<file path="config.mk">
export PLATFORM = sky130hd
export DESIGN_NAME = regfile_scoreboard
export DESIGN_NICKNAME = d
export VERILOG_FILES = /design/src/rtl/regfile_scoreboard.sv
export SDC_FILE = /design/constraint.sdc
export NUM_CORES = 2
export LEC_CHECK = 0
export ABC_CLOCK_PERIOD_IN_PS = 5870
export CORE_UTILIZATION = 45
export CTS_BUF_LIST = sky130_fd_sc_hd__clkbuf_16
export DETAILED_ROUTE_END_ITERATION = 10
export PLACE_DENSITY_LB_ADDON = 0.25
export SYNTH_ARGS = -nofsm -noshare
export SYNTH_HDL_FRONTEND = slang
export SYNTH_SLANG_ARGS = --single-unit
export TNS_END_PERCENT = 20
</file>
<file path="constraint.sdc">
create_clock -name clk -period 5.87 [get_ports clk]
set_clock_uncertainty 0.2 [all_clocks]
set_input_delay 0.8805 -clock clk [delete_from_list [all_inputs] [get_ports clk]]
set_output_delay 0.8805 -clock clk [all_outputs]
set_load 0.03 [all_outputs]
</file>
<file path="src/rtl/regfile_scoreboard.sv">
// Register file (2 async reads, 1 sync write) with a per-register pending scoreboard.
// Optional write-to-read forwarding is enabled by defining REGFILE_BYPASS_EN.
module regfile_scoreboard #(
    parameter int DW       = 32,
    parameter int AW       = 5,
    parameter int ZERO_REG = 1
) (
    input  logic          clk,
    input  logic          reset,
    input  logic [AW-1:0] rd1_addr,
    output logic [DW-1:0] rd1_data,
    output logic          rd1_busy,
    input  logic [AW-1:0] rd2_addr,
    output logic [DW-1:0] rd2_data,
    output logic          rd2_busy,
    input  logic          wr_en,
    input  logic [AW-1:0] wr_addr,
    input  logic [DW-1:0] wr_data,
    input  logic          claim_en,
    input  logic [AW-1:0] claim_addr,
    output logic          claim_busy,
    output logic [AW:0]   pending_count
);
    localparam int NREG = 1 << AW;
    localparam int NRD  = 2;

    logic [NREG-1:0][DW-1:0] regs;
    logic [NREG-1:0]         busy;
    logic [NRD-1:0][AW-1:0]  rd_addr;
    logic                    wr_ok;
    logic                    claim_ok;
    logic                    set_pend;
    logic                    clr_pend;
    logic [AW:0]             count_next;

    function automatic logic is_zero(input logic [AW-1:0] a);
        return (ZERO_REG != 0) && (a == '0);
    endfunction

    assign wr_ok    = wr_en && !is_zero(wr_addr);
    assign claim_ok = claim_en && !is_zero(claim_addr);

    // Reg 0 is never claimed when hard-wired, so its busy bit stays 0.
    assign claim_busy = busy[claim_addr];

    // Count tracks popcount(busy) incrementally; a same-address claim
    // masks the clear so the count cannot dip and recover.
    assign set_pend   = claim_ok && !busy[claim_addr];
    assign clr_pend   = wr_ok && busy[wr_addr] && !(claim_ok && (claim_addr == wr_addr));
    assign count_next = pending_count + {{AW{1'b0}}, set_pend} - {{AW{1'b0}}, clr_pend};

    always_ff @(posedge clk or negedge reset) begin
        if (!reset) begin
            regs          <= '0;
            busy          <= '0;
            pending_count <= '0;
        end else begin
            if (wr_ok) begin
                regs[wr_addr] <= wr_data;
                busy[wr_addr] <= 1'b0;
            end
            // Claim after write so a same-edge claim wins the busy bit.
            if (claim_ok) busy[claim_addr] <= 1'b1;
            pending_count <= count_next;
        end
    end

    assign rd_addr = {rd2_addr, rd1_addr};

    for (genvar p = 0; p < NRD; p++) begin : g_rd
        logic [DW-1:0] data;
        logic          bsy;
        always_comb begin
            data = regs[rd_addr[p]];
            bsy  = busy[rd_addr[p]];
            if (is_zero(rd_addr[p])) begin
                data = '0;
                bsy  = 1'b0;
            end
`ifdef REGFILE_BYPASS_EN
            else if (reset && wr_ok && (wr_addr == rd_addr[p])) begin
                data = wr_data;
                bsy  = 1'b0;
            end
`endif
        end
    end

    assign rd1_data = g_rd[0].data;
    assign rd1_busy = g_rd[0].bsy;
    assign rd2_data = g_rd[1].data;
    assign rd2_busy = g_rd[1].bsy;

endmodule
</file>
==> flow_metrics.tcl <==
set metrics [dict create \
    slew_violations 0 \
    top_usage_layer "met2" \
    maxCapViolCount 0 \
    wirelength_mm 182 \
    grt_max_degree 148 \
    layout.nets 3861 \
    cts_max_path_buffers 3 \
    final_common_cell "dfrtp_1" \
    grtUsageMet3 0.0538 \
    ys.flop_type "dfrtp_1" \
    yosysWarnings 0 \
    dpl.cell_count 5329 \
    areaGrowthSynthToFinish_pct 11.6 \
    hp-class "flop to flop" \
    final_antenna_net_count 0 \
    synth.distinct_cells 52 \
    end_kind "output port" \
    critPathLaunchType "primary input" \
    avgRoutedWirePerCell_um 32.9 \
    initial_core_util 0.455 \
    path_buf_inv 3 \
    fmax_ghz 0.196 \
    synthesis.area_mm2 0.0573 \
    overflow 0 \
    ys_seq_area_frac 0.464 \
    clk_root_buffer_cell "clkbuf_16" \
    fin_area_mm2 0.0640 \
    rsz0062_at_grt "no" \
    hold_viol 0 \
    cts_tree "done" \
    synth_edf_count 0 \
    routed_via_density 6.69 \
    final_cells 5541 \
    finalCritPeriodShare 0.870 \
    cts.sinks 1062 \
    antenna_found_initial 4 \
    cts_buffers 116 \
    max_slew.worst_pin.slew_ps 1340 \
    core_mm2 0.126 \
    async_reset_ff_frac 1.00 \
    cp.required_ps 4790 \
    use_met2 0.428 \
    ir_drop_v 0.000242 \
    layout_common_cells "1062 x dfrtp_1, 1016 x mux2_2, 474 x mux4_2" \
    grt_pass1_vias 37500 \
    portBuffers 128 \
    grt_pass1_wl_mm 269 \
    holdBufCountCts 1 \
    critPathArrivalTime_ps 4030 \
    drive_gt1_frac 0.485 \
    path_class "primary input to output port" \
    die_y_um 359 \
    cts_setup_buffers 0 \
    power.density_mw_per_mm2 339 \
    clk_pin_slew_ps 60 \
    clk_latency_ps 740 \
    ctsResizeCount 0 \
    first_pass_iters 6 \
    crit_fanout 17 \
    critPathTopFamily "buffers and inverters" \
    fp.dieW_um 359 \
    h-tree-depth 3 \
    avgSynthCellArea_um2 14.9 \
    syn_inst 3855 \
    die-area_mm2 0.129 \
    ys_ff_latch 1062 \
    relSlewSlack 0.0996 \
    row_count 130 \
    gp_congestion 0.844 \
    drt_iter0_markers 3778 \
    hpwl_mm 108 \
    setup_violations 0 \
    drc 0 \
    hold_slack_ps 192 \
    nFillCells 10500 \
    cp_slowest_cell "clkdlybuf4s50_1" \
    critPathMaxStageDelay_ps 820 \
    grt_usage 0.283 \
    setup_tns_ps 0 \
    via_count 37100 \
    use_met1 0.410 \
    p_leak_uw 0.0274 \
    post-route-min-period_ps 5110 \
    syn_nets 3918 \
    cp_cell_sequence "buf_2 -> and2_2 -> buf_4 -> a22oi_1 -> a311oi_1 -> clkdlybuf4s50_1" \
    status "finished clean" \
    post_dp_cell_area_mm2 0.0604 \
    pin_count 129 \
]
-- kinds of logic (layout without fill, tap and decap cells) --
family,count (synthesis),count (layout),share of synthesized area
buf+inv,457,491,0.0396
flops,1062,1062,0.464
fa+ha+maj,7,7,0.00166
xor+xnor,9,9,0.00137
mux,1679,1679,0.420
compound gates,438,438,0.0549
simple gates,203,203,0.0194
other cells,0,2,0
-- worst register-to-register path, stage by stage, from the launching register on --
cell,delay (ps)
dfrtp_1,450
mux4_2,490
a22o_1,240
a221oi_1,260
a31oi_1,150
ha_1,290
inv_1,40
ha_1,200
fa_1,430
a21o_1,190
a21oi_1,160
xnor2_1,140
-- metrics by stage --
step                 util  setup slack, ps  total power, µW
global route        0.507              790            22500
finish              0.507              760            21700
CTS                 0.507              868            21700
floorplan               -             2040            13100
detailed placement  0.479              892            14700
global placement    0.479              907            14600
-- report_power, final --
| group | internal, µW | switching, µW |
|---|---|---|
| clock network | 3890 | 3100 |
| registers | 8730 | 1070 |
| logic | 2830 | 2040 |
| total | 15500 | 6210 |
-- cells in the mapped netlist, drive strengths merged, types with 5 or more instances --
cell     count  area share
inv          9     0.00059
nor2b       74      0.0081
nor3b        5     0.00092
nand2       65      0.0044
buf        239       0.025
o2111ai     19      0.0029
a311oi      66       0.010
xnor2        6     0.00092
nand2b       5     0.00055
nand3        6     0.00061
nor2        26      0.0022
dfrtp     1062        0.46
mux2      1058        0.21
mux2i      147       0.026
a221oi      48      0.0073
or2          7     0.00076
clkbuf     209       0.014
ha           6      0.0013
a22o        14      0.0021
o21ai      135       0.012
mux4       474        0.19
a211oi      66      0.0086
a22oi       68      0.0089
-- state kept, by name, indices dropped and copies added, names as in the netlist --
name           flops
busy              32
regs            1024
pending_count      6
-- metal layers --
metal	wire, µm	vias to the layer above	share of wire
li1	-	14900	-
met5	12	-	0.000066
met2	83500	1610	0.46
met4	6290	2	0.035
met1	78500	20200	0.43
met3	13800	336	0.076
-- path summary, 6_finish.rpt --
check | start | end | cells after the start | slack (ps)
max | rd2_addr[3] | rd2_data[6] | 6 | 760
min | regs[2]$_DFFE_PN0P_ | regs[2]$_DFFE_PN0P_ | 0 | 190
max reg2reg | busy[30]$_DFF_PN0_ | pending_count[4]$_DFF_PN0_ | 11 | 2530
min reg2reg | regs[2]$_DFFE_PN0P_ | regs[2]$_DFFE_PN0P_ | 0 | 190
max in group asynchronous | reset | regs[967]$_DFFE_PN0P_ | 3 | 3510
min in group asynchronous | reset | regs[245]$_DFFE_PN0P_ | 2 | 550
-- final cells by class --
type                       count  area [µm²]  share of cell area
clock inverter                90         547             0.00855
inverter                       9        38.8            0.000606
clock buffer                 119        2980              0.0466
multi-input combinational   2336       28700               0.449
antenna                        2        5.00           0.0000783
timing repair buffer         273        3040              0.0475
tap                         1650        2060              0.0323
sequential                  1062       26600               0.416
(Power assumes the default switching activity.)
